[src/rtl/tri_pkg.sv]
// Shared rasterizer package: grid geometry and the collector state encoding.
//   COORD_W : coordinate width (grid is 2**COORD_W square)
//   GRID_N  : grid edge length in pixels
//   state_t : collector FSM states
package tri_pkg;
  localparam int COORD_W = 3;
  localparam int GRID_N  = 1 << COORD_W;

  typedef enum logic [1:0] {
    IDLE    = 2'd0,
    COLLECT = 2'd1,
    DRAIN   = 2'd2,
    SKIP    = 2'd3
  } state_t;
endpackage

[src/rtl/tri_pixel_collector_if.sv]
// Row drain bus between the pixel collector and the display/compare stage.
//   row_valid : a bitmap row is being presented
//   row_ready : consumer accepts the presented row this cycle
//   row_data  : bitmap row, bit k = pixel at x=k
//   row_idx   : index of the row being presented
// master = collector side, slave = consumer side.
interface tri_pixel_collector_if;
  import tri_pkg::*;

  logic                row_valid;
  logic                row_ready;
  logic [GRID_N-1:0]   row_data;
  logic [COORD_W-1:0]  row_idx;

  modport master (output row_valid, output row_data, output row_idx, input row_ready);
  modport slave  (input row_valid, input row_data, input row_idx, output row_ready);
endinterface

[src/rtl/tri_bitmap64.sv]
// 8x8 occupancy bitmap. Bit index is {y, x}, so row y occupies bits
// [y*8 +: 8] with bit k of the row being column x=k.
//   clk, reset : clock, asynchronous active-high reset
//   clr        : clear every bit (wins over set_en)
//   set_en     : set the bit at (set_x, set_y)
//   was_set    : that bit's value before this cycle's set
//   rd_row     : row to read
//   row_data   : combinational read of row rd_row
module tri_bitmap64
  import tri_pkg::*;
(
  input  logic                clk,
  input  logic                reset,
  input  logic                clr,
  input  logic                set_en,
  input  logic [COORD_W-1:0]  set_x,
  input  logic [COORD_W-1:0]  set_y,
  output logic                was_set,
  input  logic [COORD_W-1:0]  rd_row,
  output logic [GRID_N-1:0]   row_data
);

  logic [GRID_N*GRID_N-1:0] bits;

  assign was_set  = bits[{set_y, set_x}];
  assign row_data = bits[{rd_row, {COORD_W{1'b0}}} +: GRID_N];

  always_ff @(posedge clk or posedge reset) begin
    if (reset) begin
      bits <= '0;
    end else if (clr) begin
      bits <= '0;
    end else if (set_en) begin
      bits[{set_y, set_x}] <= 1'b1;
    end
  end

endmodule

[src/rtl/tri_pixel_collector.sv]
// Triangle pixel collector: captures the rasterizer pixel stream framed by
// busy_in into an 8x8 bitmap, counts distinct pixels, then drains the bitmap
// one row per handshake. Flags duplicate pixels and frames lost to overrun.
//   clk, reset   : clock, asynchronous active-high reset
//   busy_in      : rasterizer busy (rise = frame start, fall = frame end)
//   po, xi, yi   : pixel valid and its coordinates
//   row          : row drain bus (master side)
//   pix_count    : distinct pixels of the last/current frame
//   frame_done   : one-cycle pulse after the last row is accepted
//   dup_err      : sticky, a pixel was written twice within a frame
//   ovr_err      : sticky, a frame started while draining
//   err_clr      : synchronous clear of dup_err/ovr_err
module tri_pixel_collector #(
  parameter int COORD_W = tri_pkg::COORD_W,
  parameter int CNT_W   = 7
) (
  input  logic                   clk,
  input  logic                   reset,
  input  logic                   busy_in,
  input  logic                   po,
  input  logic [COORD_W-1:0]     xi,
  input  logic [COORD_W-1:0]     yi,
  tri_pixel_collector_if.master  row,
  output logic [CNT_W-1:0]       pix_count,
  output logic                   frame_done,
  output logic                   dup_err,
  output logic                   ovr_err,
  input  logic                   err_clr
);
  import tri_pkg::*;

  localparam logic [CNT_W-1:0]   CNT_MAX  = CNT_W'(GRID_N * GRID_N);
  localparam logic [COORD_W-1:0] LAST_ROW = COORD_W'(GRID_N - 1);

  state_t               state, state_nx;
  logic                 busy_d, rise, fall;
  logic                 skip_pend;
  logic [COORD_W-1:0]   row_idx;
  logic                 bm_clr, bm_set, was_set;
  logic [GRID_N-1:0]    bm_row;
  logic                 accept, last_accept, drain_rise;

  assign rise = busy_in & ~busy_d;
  assign fall = ~busy_in & busy_d;

  assign row.row_valid = (state == DRAIN);
  assign row.row_idx   = row_idx;
  assign row.row_data  = (state == DRAIN) ? bm_row : '0;

  assign accept      = row.row_valid & row.row_ready;
  assign last_accept = accept & (row_idx == LAST_ROW);
  // A new frame arriving while the previous one is still being drained.
  assign drain_rise  = (state == DRAIN) & rise;

  tri_bitmap64 u_bitmap (
    .clk      (clk),
    .reset    (reset),
    .clr      (bm_clr),
    .set_en   (bm_set),
    .set_x    (xi),
    .set_y    (yi),
    .was_set  (was_set),
    .rd_row   (row_idx),
    .row_data (bm_row)
  );

  always_comb begin
    state_nx = state;
    bm_clr   = 1'b0;
    bm_set   = 1'b0;
    unique case (state)
      IDLE: begin
        if (rise) begin
          state_nx = COLLECT;
          bm_clr   = 1'b1;
        end
      end
      COLLECT: begin
        // The pixel presented with the falling busy edge still belongs to the frame.
        bm_set = po;
        if (fall) state_nx = DRAIN;
      end
      DRAIN: begin
        // An overrun frame that is still running must be let through unseen;
        // one that already ended during the drain needs no skipping.
        if (last_accept) state_nx = (skip_pend | rise) ? SKIP : IDLE;
      end
      SKIP: begin
        if (fall) state_nx = IDLE;
      end
      default: state_nx = IDLE;
    endcase
  end

  always_ff @(posedge clk or posedge reset) begin
    if (reset) begin
      state      <= IDLE;
      busy_d     <= 1'b0;
      skip_pend  <= 1'b0;
      row_idx    <= '0;
      pix_count  <= '0;
      frame_done <= 1'b0;
      dup_err    <= 1'b0;
      ovr_err    <= 1'b0;
    end else begin
      state      <= state_nx;
      busy_d     <= busy_in;
      frame_done <= last_accept;

      if (drain_rise)  skip_pend <= 1'b1;
      else if (fall)   skip_pend <= 1'b0;

      if ((state == COLLECT) && fall) row_idx <= '0;
      else if (accept)                row_idx <= row_idx + 1'b1;

      if (bm_clr)
        pix_count <= '0;
      else if (bm_set && !was_set && (pix_count != CNT_MAX))
        pix_count <= pix_count + 1'b1;

      // A new error in the same cycle as err_clr keeps the flag set.
      if (bm_set && was_set) dup_err <= 1'b1;
      else if (err_clr)      dup_err <= 1'b0;

      if (drain_rise)        ovr_err <= 1'b1;
      else if (err_clr)      ovr_err <= 1'b0;
    end
  end

endmodule

[src/flat_wrapper.sv]
// flat-port wrapper written by rule: the top's interface ports become plain ports
module tri_pixel_collector_flat import tri_pkg::*;
#(
  parameter int COORD_W = tri_pkg::COORD_W,
  parameter int CNT_W   = 7
)
  (clk, reset, busy_in, po, xi, yi, pix_count, frame_done, dup_err, ovr_err, err_clr, row_row_valid, row_row_data, row_row_idx, row_row_ready);
  tri_pixel_collector_if row_i ();
  input  logic clk;
  input  logic reset;
  input  logic busy_in;
  input  logic po;
  input  logic [COORD_W-1:0] xi;
  input  logic [COORD_W-1:0] yi;
  output logic [CNT_W-1:0] pix_count;
  output logic frame_done;
  output logic dup_err;
  output logic ovr_err;
  input  logic err_clr;
  output wire logic [$bits(row_i.row_valid)-1:0] row_row_valid;
  output wire logic [$bits(row_i.row_data)-1:0] row_row_data;
  output wire logic [$bits(row_i.row_idx)-1:0] row_row_idx;
  input wire logic [$bits(row_i.row_ready)-1:0] row_row_ready;
  assign row_row_valid = row_i.row_valid;
  assign row_row_data = row_i.row_data;
  assign row_row_idx = row_i.row_idx;
  assign row_i.row_ready = row_row_ready;
  tri_pixel_collector #(.COORD_W(COORD_W), .CNT_W(CNT_W)) u_core (.clk(clk), .reset(reset), .busy_in(busy_in), .po(po), .xi(xi), .yi(yi), .row(row_i), .pix_count(pix_count), .frame_done(frame_done), .dup_err(dup_err), .ovr_err(ovr_err), .err_clr(err_clr));
endmodule
[config.mk]
export PLATFORM = sky130hd
export DESIGN_NAME = tri_pixel_collector_flat
export DESIGN_NICKNAME = d
export VERILOG_FILES = /design/src/rtl/tri_pkg.sv /design/src/rtl/tri_pixel_collector_if.sv /design/src/rtl/tri_bitmap64.sv /design/src/rtl/tri_pixel_collector.sv /design/src/flat_wrapper.sv
export SDC_FILE = /design/constraint.sdc
export NUM_CORES = 1
export LEC_CHECK = 0
export CAP_MARGIN = 20
export CORE_UTILIZATION = 50
export CTS_CLUSTER_SIZE = 14
export DETAILED_ROUTE_END_ITERATION = 8
export PLACE_DENSITY = 0.75
export SETUP_SLACK_MARGIN = 0.02
export SYNTH_ARGS = -nofsm -noshare
export SYNTH_HDL_FRONTEND = slang
export SYNTH_HIERARCHICAL = 1
export SYNTH_SLANG_ARGS = --single-unit
export TNS_END_PERCENT = 5
[constraint.sdc]
create_clock -name clk -period 3.6 [get_ports clk]
set_input_delay 0.72 -clock clk [delete_from_list [all_inputs] [get_ports clk]]
set_output_delay 0.72 -clock clk [all_outputs]
set_load 0.05 [all_outputs]
# After elaboration in Yosys (flattened, before gate mapping)
# Index checks and enable logic that the tools add are counted.
# Widths: inputs -> output; s select.
dict set report op_classes {
  magnitude_cmp 2
  n_eq_ne 9
  reduce_logical 14
  div_mod_pow 0
  shift 1
  multipliers 0
  add_sub_neg 2
  n_bitwise 9
  n_mux 25
}
# cell count
set ops {}
lappend ops {{$mux 64} 2}
lappend ops {{$or 64x64->64} 1}
lappend ops {{$shiftx 64x7->8} 1}
lappend ops {{$mux 7} 2}
lappend ops {{$reduce_bool 2->1} 6}
lappend ops {{$mux 1} 10}
lappend ops {{$mux 2} 5}
lappend ops {{$mux 8} 1}
lappend ops {{$pmux 2 s4} 1}
lappend ops {{$add 7x1->7 const B} 1}
lappend ops {{$lt 6x7->1 const B} 1}
lappend ops {{$ne 7x7->1 const B} 1}
lappend ops {{$bmux 1 s6} 1}
lappend ops {{$demux 1 s6} 1}
lappend ops {{$ge 6x1->1 const B} 1}
lappend ops {{$mux 3} 2}
lappend ops {{$ne 2x1->1 const B} 3}
lappend ops {{$and 1x1->1} 5}
lappend ops {{$logic_and 1x1->1} 5}
lappend ops {{$eq 2x2->1 const B} 2}
lappend ops {{$reduce_and 4->1} 1}
lappend ops {{$add 3x1->3 const B} 1}
lappend ops {{$eq 3x3->1 const B} 1}
lappend ops {{$eq 2x1->1 const B} 1}
lappend ops {{5 further kinds} 6}
dict set report word_totals {
  latchBits 0
  rom_bits 0
  wordCells 71
  ram_bits 0
  regBits 81
  mem_count 0
  out_inout_bits 22
}

# Longest topological paths before layout
# Gate-level depths: netlist (run 1).
dict set report depth {
  depth_word 7
  ltp_mapped 11
  ltp_nobuf 9
}

# Modules after synthesis
# The synthesis (run 1) kept the hierarchy.
# mod area_each_um2 instances cells_each seq_area_each_um2
set modules_own_cells {}
lappend modules_own_cells {tri_bitmap64 3394.5 1 309 1601.5}
lappend modules_own_cells {tri_pixel_collector 902.1 1 89 425.4}

# Worst setup path after synthesis (run 1)
# Ideal clock, no wire load.
dict set report synth_timing {
  path_kind {reg2out}
  from {register u_core.row_idx[0], in the netlist u_core/row.row_idx[0]}
  to {output port row_row_data[0]}
  path_buffers 2
  slack_ns 0.516
  t_arrival_ns 2.364
  required_time_ns 2.880
  path_stages_with_launch 6
  cell_sequence {dfrtp_1 -> buf_2 -> buf_2 -> mux4_2 -> mux2_2 -> and2_1}
}
dict set report synth_via {
  elab_chain_cells 2
}
# element line_no
set synth_rtl {}
lappend synth_rtl {{start: declaration} tri_pixel_collector.sv:38} ;# logic [COORD_W-1:0] row_idx;
lappend synth_rtl {{start signal: assignment} tri_pixel_collector.sv:114} ;# else if (accept) row_idx <= row_idx + 1'b1;
lappend synth_rtl {{$shiftx 64x7->8} tri_bitmap64.sv:26} ;# assign row_data = bits[{rd_row, {COORD_W{1'b0}}} +: GRID_N];
lappend synth_rtl {{net u_core.bm_row[0]} tri_pixel_collector.sv:40} ;# logic [GRID_N-1:0] bm_row;
lappend synth_rtl {{$mux 8} tri_pixel_collector.sv:48} ;# assign row.row_data = (state == DRAIN) ? bm_row : '0;
lappend synth_rtl {{end: declaration} flat_wrapper.sv:21} ;# output wire logic [$bits(row_i.row_data)-1:0] row_row_data;
# The timed path passes the listed nets, and every way through them passes these cells.

# Worst setup path in the final report (run 1)
dict set report layout_timing {
  from {input port xi[0]}
  to {register u_core.pix_count[2]}
}
dict set report layout_via {
  elab_chain_cells 6
}
# element line_no
set layout_rtl {}
lappend layout_rtl {{start: declaration} flat_wrapper.sv:13} ;# input logic [COORD_W-1:0] xi;
lappend layout_rtl {{$bmux 1 s6} tri_bitmap64.sv:25} ;# assign was_set = bits[{set_y, set_x}];
lappend layout_rtl {{$mux 1 (not written as such)} tri_bitmap64.sv:25}
lappend layout_rtl {{net u_core.was_set} tri_pixel_collector.sv:39} ;# logic bm_clr, bm_set, was_set;
lappend layout_rtl {{$logic_not 1->1} tri_pixel_collector.sv:118} ;# else if (bm_set && !was_set && (pix_count != CNT_MAX))
lappend layout_rtl {{$logic_and 1x1->1 (2 in a row)} tri_pixel_collector.sv:118}
lappend layout_rtl {{$reduce_bool 2->1 (no line)} --}
lappend layout_rtl {{end signal: assignment} tri_pixel_collector.sv:119} ;# pix_count <= pix_count + 1'b1;
lappend layout_rtl {{end: declaration} tri_pixel_collector.sv:24} ;# output logic [CNT_W-1:0] pix_count,
# The timed path passes the listed nets, and every way through them passes these cells. The select of a mux whose other input is x is not followed.
# A chain may end at the register's enable or synchronous reset.

==> impl_metrics.env, run 1 <==
export IMPL_status="completed"
export IMPL_synth_seq_cells=81
export IMPL_post_cts_buffers=0
export IMPL_gp_congestion=0.875
export IMPL_clk_pin_slew_ps=80
export IMPL_max_slew_margin_rel_pct=38.5
export IMPL_maxSlewViolCount=0
export IMPL_setup_viol=0
export IMPL_yosys_warnings=6
export IMPL_crit_path_end_kind="flop"
export IMPL_grt_ovfl_total=0
export IMPL_postCtsHoldBufs=0
export IMPL_fp_coreArea_sq_um=8260
export IMPL_diodes=0
export IMPL_wl_per_cell_um=18.5
export IMPL_cts_resized=0
export IMPL_io_pins=34
export IMPL_setup_worst_path_start_class="input pin"
export IMPL_clock_path_buffers=2
export IMPL_layout_drive_gt1_share_pct=21.7
export IMPL_syn_area_sq_um=4300
export IMPL_nFillCells=685
export IMPL_final_cells=543
export IMPL_peakVddDrop_mv=0.226
export IMPL_path_max_fanout=14
export IMPL_rows=33
export IMPL_final_common_cell="nor2_1"
export IMPL_worstMarginPinSlew_ps=922
export IMPL_hold_path_class="reg2reg"
export IMPL_die_h_um=94.7
export IMPL_die_area_sq_um=8970
export IMPL_via_count=3278
export IMPL_fin_tns_setup_ps=0
export IMPL_clockRootBuffer="clkbuf_8"
export IMPL_grt_setup_unrepaired="no"
export IMPL_final_cell_mix="nor2_1, dfrtp_1, a21oi_1"
export IMPL_synth_nets=414
export IMPL_initial_core_util_pct=52.0
export IMPL_maxCapViolations=0
export IMPL_drcViolationCount=0
export IMPL_grt_pass1_wl_um=16600
export IMPL_hpwl_um=7110
export IMPL_numCtsBuffers=9
export IMPL_synth_seq_area_share_pct=47.2
export IMPL_track_usage_pct=24.8
export IMPL_hold_viol=0
export IMPL_skew_ps=6.56
export IMPL_syn_avg_cell_area_sq_um=10.8
export IMPL_placed_cells=529
export IMPL_syn_inst=398
export IMPL_final_nets=451
export IMPL_insertion_delay_ps=350
export IMPL_detail_route_iter0_violations=246
export IMPL_period_share_pct=93.0
export IMPL_h_tree_depth=3
export IMPL_antenna_found_initial=0
export IMPL_area_growth_pct=16.8
export IMPL_clock_sinks=81
export IMPL_viasPerCell=6.04
export IMPL_cts_tree="yes"
export IMPL_dr_pass1_iters=5
export IMPL_die_w_um=94.7
export IMPL_grt_pass1_vias=3241
export IMPL_grt_max_degree=72
export IMPL_async_flop_share_pct=100
export IMPL_wirelength_um=10000
export IMPL_drtAntennaViolNets=0
export IMPL_ys_flop_type="dfrtp_1"
export IMPL_synth_edff_count=0
export IMPL_p_per_area_nw_per_um2=530
export IMPL_fmax_mhz=299
export IMPL_synthDistinctLibCells=45
export IMPL_required_ps=3880
export IMPL_path_class="in2reg"
export IMPL_p_leak_nw=2.32
export IMPL_portBuffers=33
export IMPL_min_period_ps=3350
export IMPL_critPathArrivalTime_ps=3620
## worst paths after layout
kind / from / to / slack [ps] / cells past startpoint
max: xi[0] / u_core/pix_count[2]$_DFFE_PP0P_ / 250 / 11
min: u_core/ovr_err$_DFFE_PP0P_ / u_core/ovr_err$_DFFE_PP0P_ / 500 / 1
max reg2reg: u_core/u_bitmap/bits[5]$_DFFE_PP0P_ / u_core/pix_count[2]$_DFFE_PP0P_ / 930 / 9
min reg2reg: u_core/ovr_err$_DFFE_PP0P_ / u_core/ovr_err$_DFFE_PP0P_ / 500 / 1
max in group asynchronous: reset / u_core/u_bitmap/bits[32]$_DFFE_PP0P_ / 1960 / 3
min in group asynchronous: reset / u_core/pix_count[5]$_DFFE_PP0P_ / 840 / 2
## worst max-delay path, cell delays in order
cell and delay, ps:
clkdlybuf4s50_1 500, buf_12 170, mux4_2 510, a221oi_1 310
nor2_1 80, nor3_2 180, o311ai_1 180, and4bb_4 410
o21ai_4 60, or3b_1 380, a21oi_2 110
## logic make-up (layout without fill, tap and decap cells)
family          after synthesis  in the layout  synth area share (%)
compound gates               85             85                  11.0
xor+xnor                      6              6                  1.22
fa+ha+maj                     4              4                  1.16
buf+inv                      35             75                  3.44
flops                        81             81                  47.2
mux                          41             41                  19.1
simple gates                146            146                  16.9
## layer usage
layer | wire, um | GRT usage (%)
met1 | 4360 | 33.9
met2 | 4840 | 38.9
met3 | 636 | 5.31
met4 | 202 | 9.60
met5 | 0 | 0
## through the flow
step	setup slack (ps)	power, mW	instance area, sq um	hold WS, ps	util [%]
after floorplan	516	1.71	4300	450	-
after global placement	-52.0	1.93	4800	470	58.2
after detailed placement	-121	1.95	4800	482	58.2
after CTS	263	2.68	5020	499	60.8
after global routing	60.0	2.80	5020	522	60.8
final	252	2.66	5020	498	60.8
## area by class of cell
class	count	area, sq um	area share (%)
multi-input cells	282	2130	42.4
inverters	8	30.0	0.598
clock buffers	11	151	3.02
flip-flops and latches	81	2030	40.4
well taps	105	131	2.62
repair buffers	53	485	9.67
clock inverters	3	65.1	1.30
## power breakdown
| part | total (mW) | internal [mW] | switching [mW] |
|---|---|---|---|
| clock network | 0.730 | 0.420 | 0.310 |
| registers | 1.16 | 1.01 | 0.146 |
| logic | 0.775 | 0.336 | 0.439 |
| total | 2.66 | 1.77 | 0.895 |
## state kept, by name (all words and copies together) (netlist names)
signal and flops:
u_core/u_bitmap/bits 64, u_core/pix_count 7, u_core/row.row_idx 3, u_core/state 2, u_core/busy_d 1, u_core/dup_err 1, u_core/frame_done 1, u_core/ovr_err 1
u_core/skip_pend 1
## synth_stat cells (2+ instances only)
library cell,count,area [sq um]
mux2_2,8,90.1
nor3b_2,2,25.0
buf_1,4,15.0
buf_2,7,35.0
a21o_1,2,15.0
xor2_1,5,43.8
inv_1,8,30.0
a31oi_1,2,12.5
nand2_1,18,67.6
a221oi_1,2,17.5
and2_1,8,50.1
and3b_1,4,35.0
mux4_2,32,721
nor3_2,3,30.0
o21ai_0,5,25.0
nand2b_1,2,12.5
nand4_1,3,18.8
clkbuf_1,15,56.3
dfrtp_1,81,2030
nor2_1,82,308
a21oi_1,67,335
nand3_1,6,30.0
and3_1,3,18.8
nor3_1,3,15.0
ha_1,4,50.1
nor2b_1,3,18.8
Power figures use the tool's default switching activity.
==> run 2: changes to the inputs <==
--- a/config.mk
+++ b/config.mk
@@ -6,6 +6,7 @@
 export NUM_CORES = 1
 export LEC_CHECK = 0
 export CAP_MARGIN = 20
+export CORE_MARGIN = 3
 export CORE_UTILIZATION = 50
 export CTS_CLUSTER_SIZE = 14
 export DETAILED_ROUTE_END_ITERATION = 8
==> run 2 against run 1 <==
  * Routed wire length is 15% higher
  * Critical path depth stayed put
  * Die area is 8.6% higher
  * Register-to-register slack worse by 80 ps
  * Global-route usage is 0.41 points lower
  * Count of clock-buffer cells in the layout stayed put
  * Via count is 7.1% higher
  * Flip-flop and latch count stayed put
  * Design area is 0.12% lower
  * First-iteration DRC count is 73% higher
  * Critical path type unchanged
  * Critical endpoint unchanged
==> impl_metrics.env, run 2 (synthesis gave the netlist of run 1 again) <==
export IMPL_grt_ovfl_total=0
export IMPL_wl_per_cell_um=21.0
export IMPL_crit_path_end_kind="flop"
export IMPL_largest_register_ffs=64
export IMPL_path_max_fanout=7
export IMPL_wirelength_um=11500
export IMPL_setup_worst_path_start_class="input pin"
export IMPL_min_period_ps=3350
export IMPL_peakVddDrop_mv=0.255
export IMPL_regMostFlops="u_core/u_bitmap/bits"
export IMPL_clock_path_buffers=2
export IMPL_post_cts_buffers=0
export IMPL_status="completed"
export IMPL_total_power_mw=2.62
export IMPL_required_ps=3880
export IMPL_diodes=0
export IMPL_clockRootBuffer="clkbuf_8"
export IMPL_grt_pass1_wl_um=18500
export IMPL_grt_setup_unrepaired="no"
export IMPL_die_w_um=98.7
export IMPL_p_per_area_nw_per_um2=523
export IMPL_layout_drive_gt1_share_pct=22.1
export IMPL_hold_path_class="reg2reg"
export IMPL_io_pins=34
export IMPL_p_leak_nw=2.32
export IMPL_r2r_cells=9
export IMPL_hold_viol=0
export IMPL_h_tree_depth=3
export IMPL_drtAntennaViolNets=0
export IMPL_fin_tns_setup_ps=0
export IMPL_viasPerCell=6.41
export IMPL_multi_input_comb_area_sq_um=2130
export IMPL_setup_viol=0
export IMPL_portBuffers=33
export IMPL_insertion_delay_ps=360
export IMPL_grt_pass1_vias=3482
export IMPL_clock_sinks=81
export IMPL_gp_congestion=0.957
export IMPL_dr_pass1_iters=7
export IMPL_worstMarginPinSlew_ps=906
export IMPL_area_growth_pct=16.7
export IMPL_numCtsBuffers=9
export IMPL_detail_route_iter0_violations=426
export IMPL_cts_tree="yes"
export IMPL_period_share_pct=93.0
export IMPL_postCtsHoldBufs=0
export IMPL_final_common_cell="nor2_1"
export IMPL_rows=33
export IMPL_fp_coreArea_sq_um=8300
export IMPL_nFillCells=680
export IMPL_die_h_um=98.7
export IMPL_track_usage_pct=24.4
export IMPL_maxCapViolations=0
export IMPL_critPathArrivalTime_ps=3630
export IMPL_path_class="in2reg"
export IMPL_skew_ps=9.50
export IMPL_regArea_sq_um=2030
export IMPL_reg_largest_list="u_core/u_bitmap/bits x64, u_core/pix_count x7, u_core/row.row_idx x3"
export IMPL_grt_max_degree=72
export IMPL_hpwl_um=7980
export IMPL_via_count=3510
export IMPL_antenna_found_initial=0
export IMPL_final_nets=454
export IMPL_clk_pin_slew_ps=80
export IMPL_hold_path_depth=1
export IMPL_die_area_sq_um=9740
export IMPL_initial_core_util_pct=51.8
export IMPL_cts_resized=0
export IMPL_fmax_mhz=299
export IMPL_drcViolationCount=0
export IMPL_rrSetupSlack_ps=850
export IMPL_maxSlewViolCount=0
export IMPL_final_cell_mix="nor2_1, dfrtp_1, a21oi_1"
export IMPL_max_slew_margin_rel_pct=39.6
[run 2: changes by cell type in the layout (fill, tap and decap cells not counted)]
cell and delta:
bufinv_16 -1, clkinv_2 +1, clkinvlp_4 +1, clkinv_4 +1, clkbuf_1 +2, buf_4 +3, clkbuf_8 -2
[run 2: routing by layer]
layer	part of all wire (%)	up-vias	global-route usage (%)
li1	-	1503	-
met1	40	1713	34.8
met2	44	249	35.9
met3	12	45	7.64
met4	3.3	0	8.09
met5	0	-	0
[run 2: layout make-up]
class                      count  share of cell area, %
clock inverter                 5                   1.12
sequential                    81                   40.4
timing repair buffer          56                   10.1
inverter                       8                  0.599
multi-input combinational    282                   42.5
tap                          105                   2.62
clock buffer                  11                   2.62
[run 2: critical path, cell delays in order]
cell             delay [ps]
clkdlybuf4s50_1         480
buf_4                   170
mux4_2                  500
a221oi_1                360
nor2_1                  110
nor3_2                  190
o311ai_1                140
and4bb_4                390
o21ai_4                  60
or3b_1                  380
a21oi_2                 120
[run 2: final timing paths]
check | startpoint | to
setup / recovery | xi[0] | u_core/pix_count[2]$_DFFE_PP0P_
hold / removal | u_core/busy_d$_DFF_PP0_ | u_core/skip_pend$_DFFE_PP0P_
setup reg to reg | u_core/u_bitmap/bits[3]$_DFFE_PP0P_ | u_core/pix_count[2]$_DFFE_PP0P_
hold reg to reg | u_core/busy_d$_DFF_PP0_ | u_core/skip_pend$_DFFE_PP0P_
max in group asynchronous | reset | u_core/pix_count[2]$_DFFE_PP0P_
min in group asynchronous | reset | u_core/u_bitmap/bits[8]$_DFFE_PP0P_
[run 2: power by group]
group / switching, mW / internal [mW]
sequential: 0.163 / 1.01
clock: 0.329 / 0.320
combinational: 0.458 / 0.339
total: 0.950 / 1.67
[run 2: through the flow]
step	setup WS [ps]	cells	hold slack, ps	instance area [sq um]	utilization [%]
after detailed placement	-97.2	532	488	4820	58.1
after global routing	125	548	531	5010	60.4
after CTS	277	548	498	5010	60.4
after global placement	-53.1	532	469	4820	58.1
final	252	548	492	5010	60.4
after floorplan	516	398	450	4300	-
==> run 3: changes to the inputs <==
==> constraint.sdc (replaced) <==
create_clock -name clk -period 3.6 [get_ports clk]
set_input_delay 0.54 -clock clk [delete_from_list [all_inputs] [get_ports clk]]
set_output_delay 0.54 -clock clk [all_outputs]
set_load 0.05 [all_outputs]
==> run 3 against run 2 <==
  * Routed wire length shrank 2.1%
  * Sequential power is essentially flat
  * Highest routed layer unchanged
  * Register-to-register slack lost 50 ps
  * First-iteration DRC count grew 12%
  * Total power grew 5.3%
  * Flip-flop and latch count is the same
  * Clock power grew 23%
  * Clock skew is essentially flat
  * Fmax grew 1.2%
  * Utilization grew 0.47 points
  * Global-route usage grew 0.37 points
  * Final cell count shrank 0.91%
  * Largest power group unchanged
==> impl_metrics.env, run 3 (synthesis gave the netlist of run 1 again) <==
export IMPL_p_per_area_nw_per_um2=546
export IMPL_detail_route_iter0_violations=477
export IMPL_h_tree_depth=3
export IMPL_final_cell_mix="nor2_1, dfrtp_1, a21oi_1"
export IMPL_required_ps=3060
export IMPL_r2r_cells=9
export IMPL_skew_ps=9.35
export IMPL_die_w_um=98.7
export IMPL_numCtsBuffers=9
export IMPL_cts_tree="yes"
export IMPL_insertion_delay_ps=360
export IMPL_maxCapViolations=0
export IMPL_track_usage_pct=24.8
export IMPL_antenna_found_initial=0
export IMPL_crit_chain="buf_4 > mux4_2 > mux2_2 > and2_1 > clkdlybuf4s50_1"
export IMPL_hold_viol=0
export IMPL_p_leak_nw=2.30
export IMPL_endpoint="row_row_data[1]"
export IMPL_postCtsHoldBufs=0
export IMPL_largest_register_ffs=64
export IMPL_fp_coreArea_sq_um=8300
export IMPL_r2r_start="u_core/u_bitmap/bits[2]$_DFFE_PP0P_"
export IMPL_layout_drive_gt1_share_pct=19.6
export IMPL_die_h_um=98.7
export IMPL_dr_pass1_iters=5
export IMPL_multi_input_comb_area_sq_um=2130
export IMPL_clock_path_buffers=2
export IMPL_clock_sinks=81
export IMPL_status="completed"
export IMPL_area_growth_pct=17.6
export IMPL_grt_pass1_vias=3416
export IMPL_min_period_ps=3310
export IMPL_diodes=0
export IMPL_via_count=3445
export IMPL_crit_start="u_core/row.row_idx[0]$_DFFE_PP0P_"
export IMPL_cts_resized=0
export IMPL_hold_path_class="reg2reg"
export IMPL_critPathArrivalTime_ps=2770
export IMPL_path_class="reg2out"
export IMPL_die_area_sq_um=9740
export IMPL_cpMaxStageDelayCell="clkdlybuf4s50_1"
export IMPL_period_share_pct=91.9
export IMPL_regArea_sq_um=2030
export IMPL_hold_path_depth=1
export IMPL_grt_max_degree=65
export IMPL_max_slew_margin_rel_pct=46.7
export IMPL_post_cts_buffers=0
export IMPL_portBuffers=33
export IMPL_clockRootBuffer="clkbuf_8"
export IMPL_fin_tns_setup_ps=0
export IMPL_r2r_end="u_core/pix_count[2]$_DFFE_PP0P_"
export IMPL_grt_ovfl_total=0
export IMPL_crit_path_end_kind="primary output"
export IMPL_rows=33
export IMPL_rrSetupSlack_ps=800
export IMPL_io_pins=34
export IMPL_detailedPlace_worstSlack_ps=12.4
export IMPL_setup_worst_path_start_class="flop"
export IMPL_drtAntennaViolNets=0
export IMPL_wirelength_um=11300
export IMPL_regMostFlops="u_core/u_bitmap/bits"
export IMPL_setup_viol=0
export IMPL_final_nets=449
export IMPL_peakVddDrop_mv=0.207
export IMPL_hpwl_um=7850
export IMPL_path_max_fanout=19
export IMPL_grt_setup_unrepaired="no"
export IMPL_drcViolationCount=0
export IMPL_crit_path_max_incr_delay_ps=700
export IMPL_setup_slack_ps=291
export IMPL_fmax_mhz=302
export IMPL_initial_core_util_pct=51.8
export IMPL_worstMarginPinSlew_ps=799
export IMPL_reg_largest_list="u_core/u_bitmap/bits x64, u_core/pix_count x7, u_core/row.row_idx x3"
export IMPL_clk_pin_slew_ps=80
export IMPL_final_common_cell="nor2_1"
export IMPL_wl_per_cell_um=20.8
export IMPL_grt_pass1_wl_um=18500
export IMPL_gp_congestion=0.952
export IMPL_maxSlewViolCount=0
export IMPL_nFillCells=672
export IMPL_viasPerCell=6.34
[run 3: changes by cell type in the layout (fill, tap and decap cells not counted), sizes merged]
| cell | before | now |
|---|---|---|
| buf | 31 | 18 |
| bufinv | 1 | 3 |
| clkdlybuf4s50 | 25 | 33 |
| clkinv | 3 | 1 |
[run 3: routing by layer]
layer  global-route usage (%)  wire (um)  up-vias
met1                     35.8       4780     1684
met2                     35.6       4980      222
met5                        0          0        -
met4                     10.8        416        0
li1                         -          -     1497
met3                     6.44       1100       42
[run 3: area by class of cell]
type | count | area share, %
clock inverter | 5 | 2.03
sequential | 81 | 40.1
multi-input combinational | 282 | 42.1
tap | 105 | 2.60
timing repair buffer | 51 | 9.71
clock buffer | 11 | 2.80
inverter | 8 | 0.595
[run 3: report_power, final]
part	internal [mW]	switching (mW)	leakage [nW]
clock network	0.478	0.321	0.120
logic	0.339	0.484	1.07
registers	1.01	0.124	1.11
[run 3: critical path: cells and delay by family, from the launching register on]
kind | cells | cell delay [ps]
AND/OR/NAND/NOR | 1 | 160
buffers and inverters | 2 | 1030
multiplexers | 2 | 870
flip-flops | 1 | 330
[run 3: worst min-delay path by stage]
stage,from,endpoint,slack (ps)
floorplan,u_core/busy_d$_DFF_PP0_,u_core/skip_pend$_DFFE_PP0P_,450
global placement,u_core/busy_d$_DFF_PP0_,u_core/skip_pend$_DFFE_PP0P_,470
detailed placement,u_core/busy_d$_DFF_PP0_,u_core/skip_pend$_DFFE_PP0P_,490
finish,u_core/busy_d$_DFF_PP0_,u_core/skip_pend$_DFFE_PP0P_,500
CTS,u_core/busy_d$_DFF_PP0_,u_core/skip_pend$_DFFE_PP0P_,500
global route,u_core/dup_err$_DFFE_PP0P_,u_core/dup_err$_DFFE_PP0P_,550
[run 3: metrics by stage]
stage                     cell area [sq um]  utilization (%)  std cells  total power, mW  hold WS [ps]
after floorplan                        4300                -        398             1.71           450
after global placement                 4810             57.9        527             1.95           466
after detailed placement               4810             57.9        527             1.97           486
after CTS                              5050             60.9        543             2.78           497
after global routing                   5050             60.9        543             2.89           551
final                                  5050             60.9        543             2.76           498
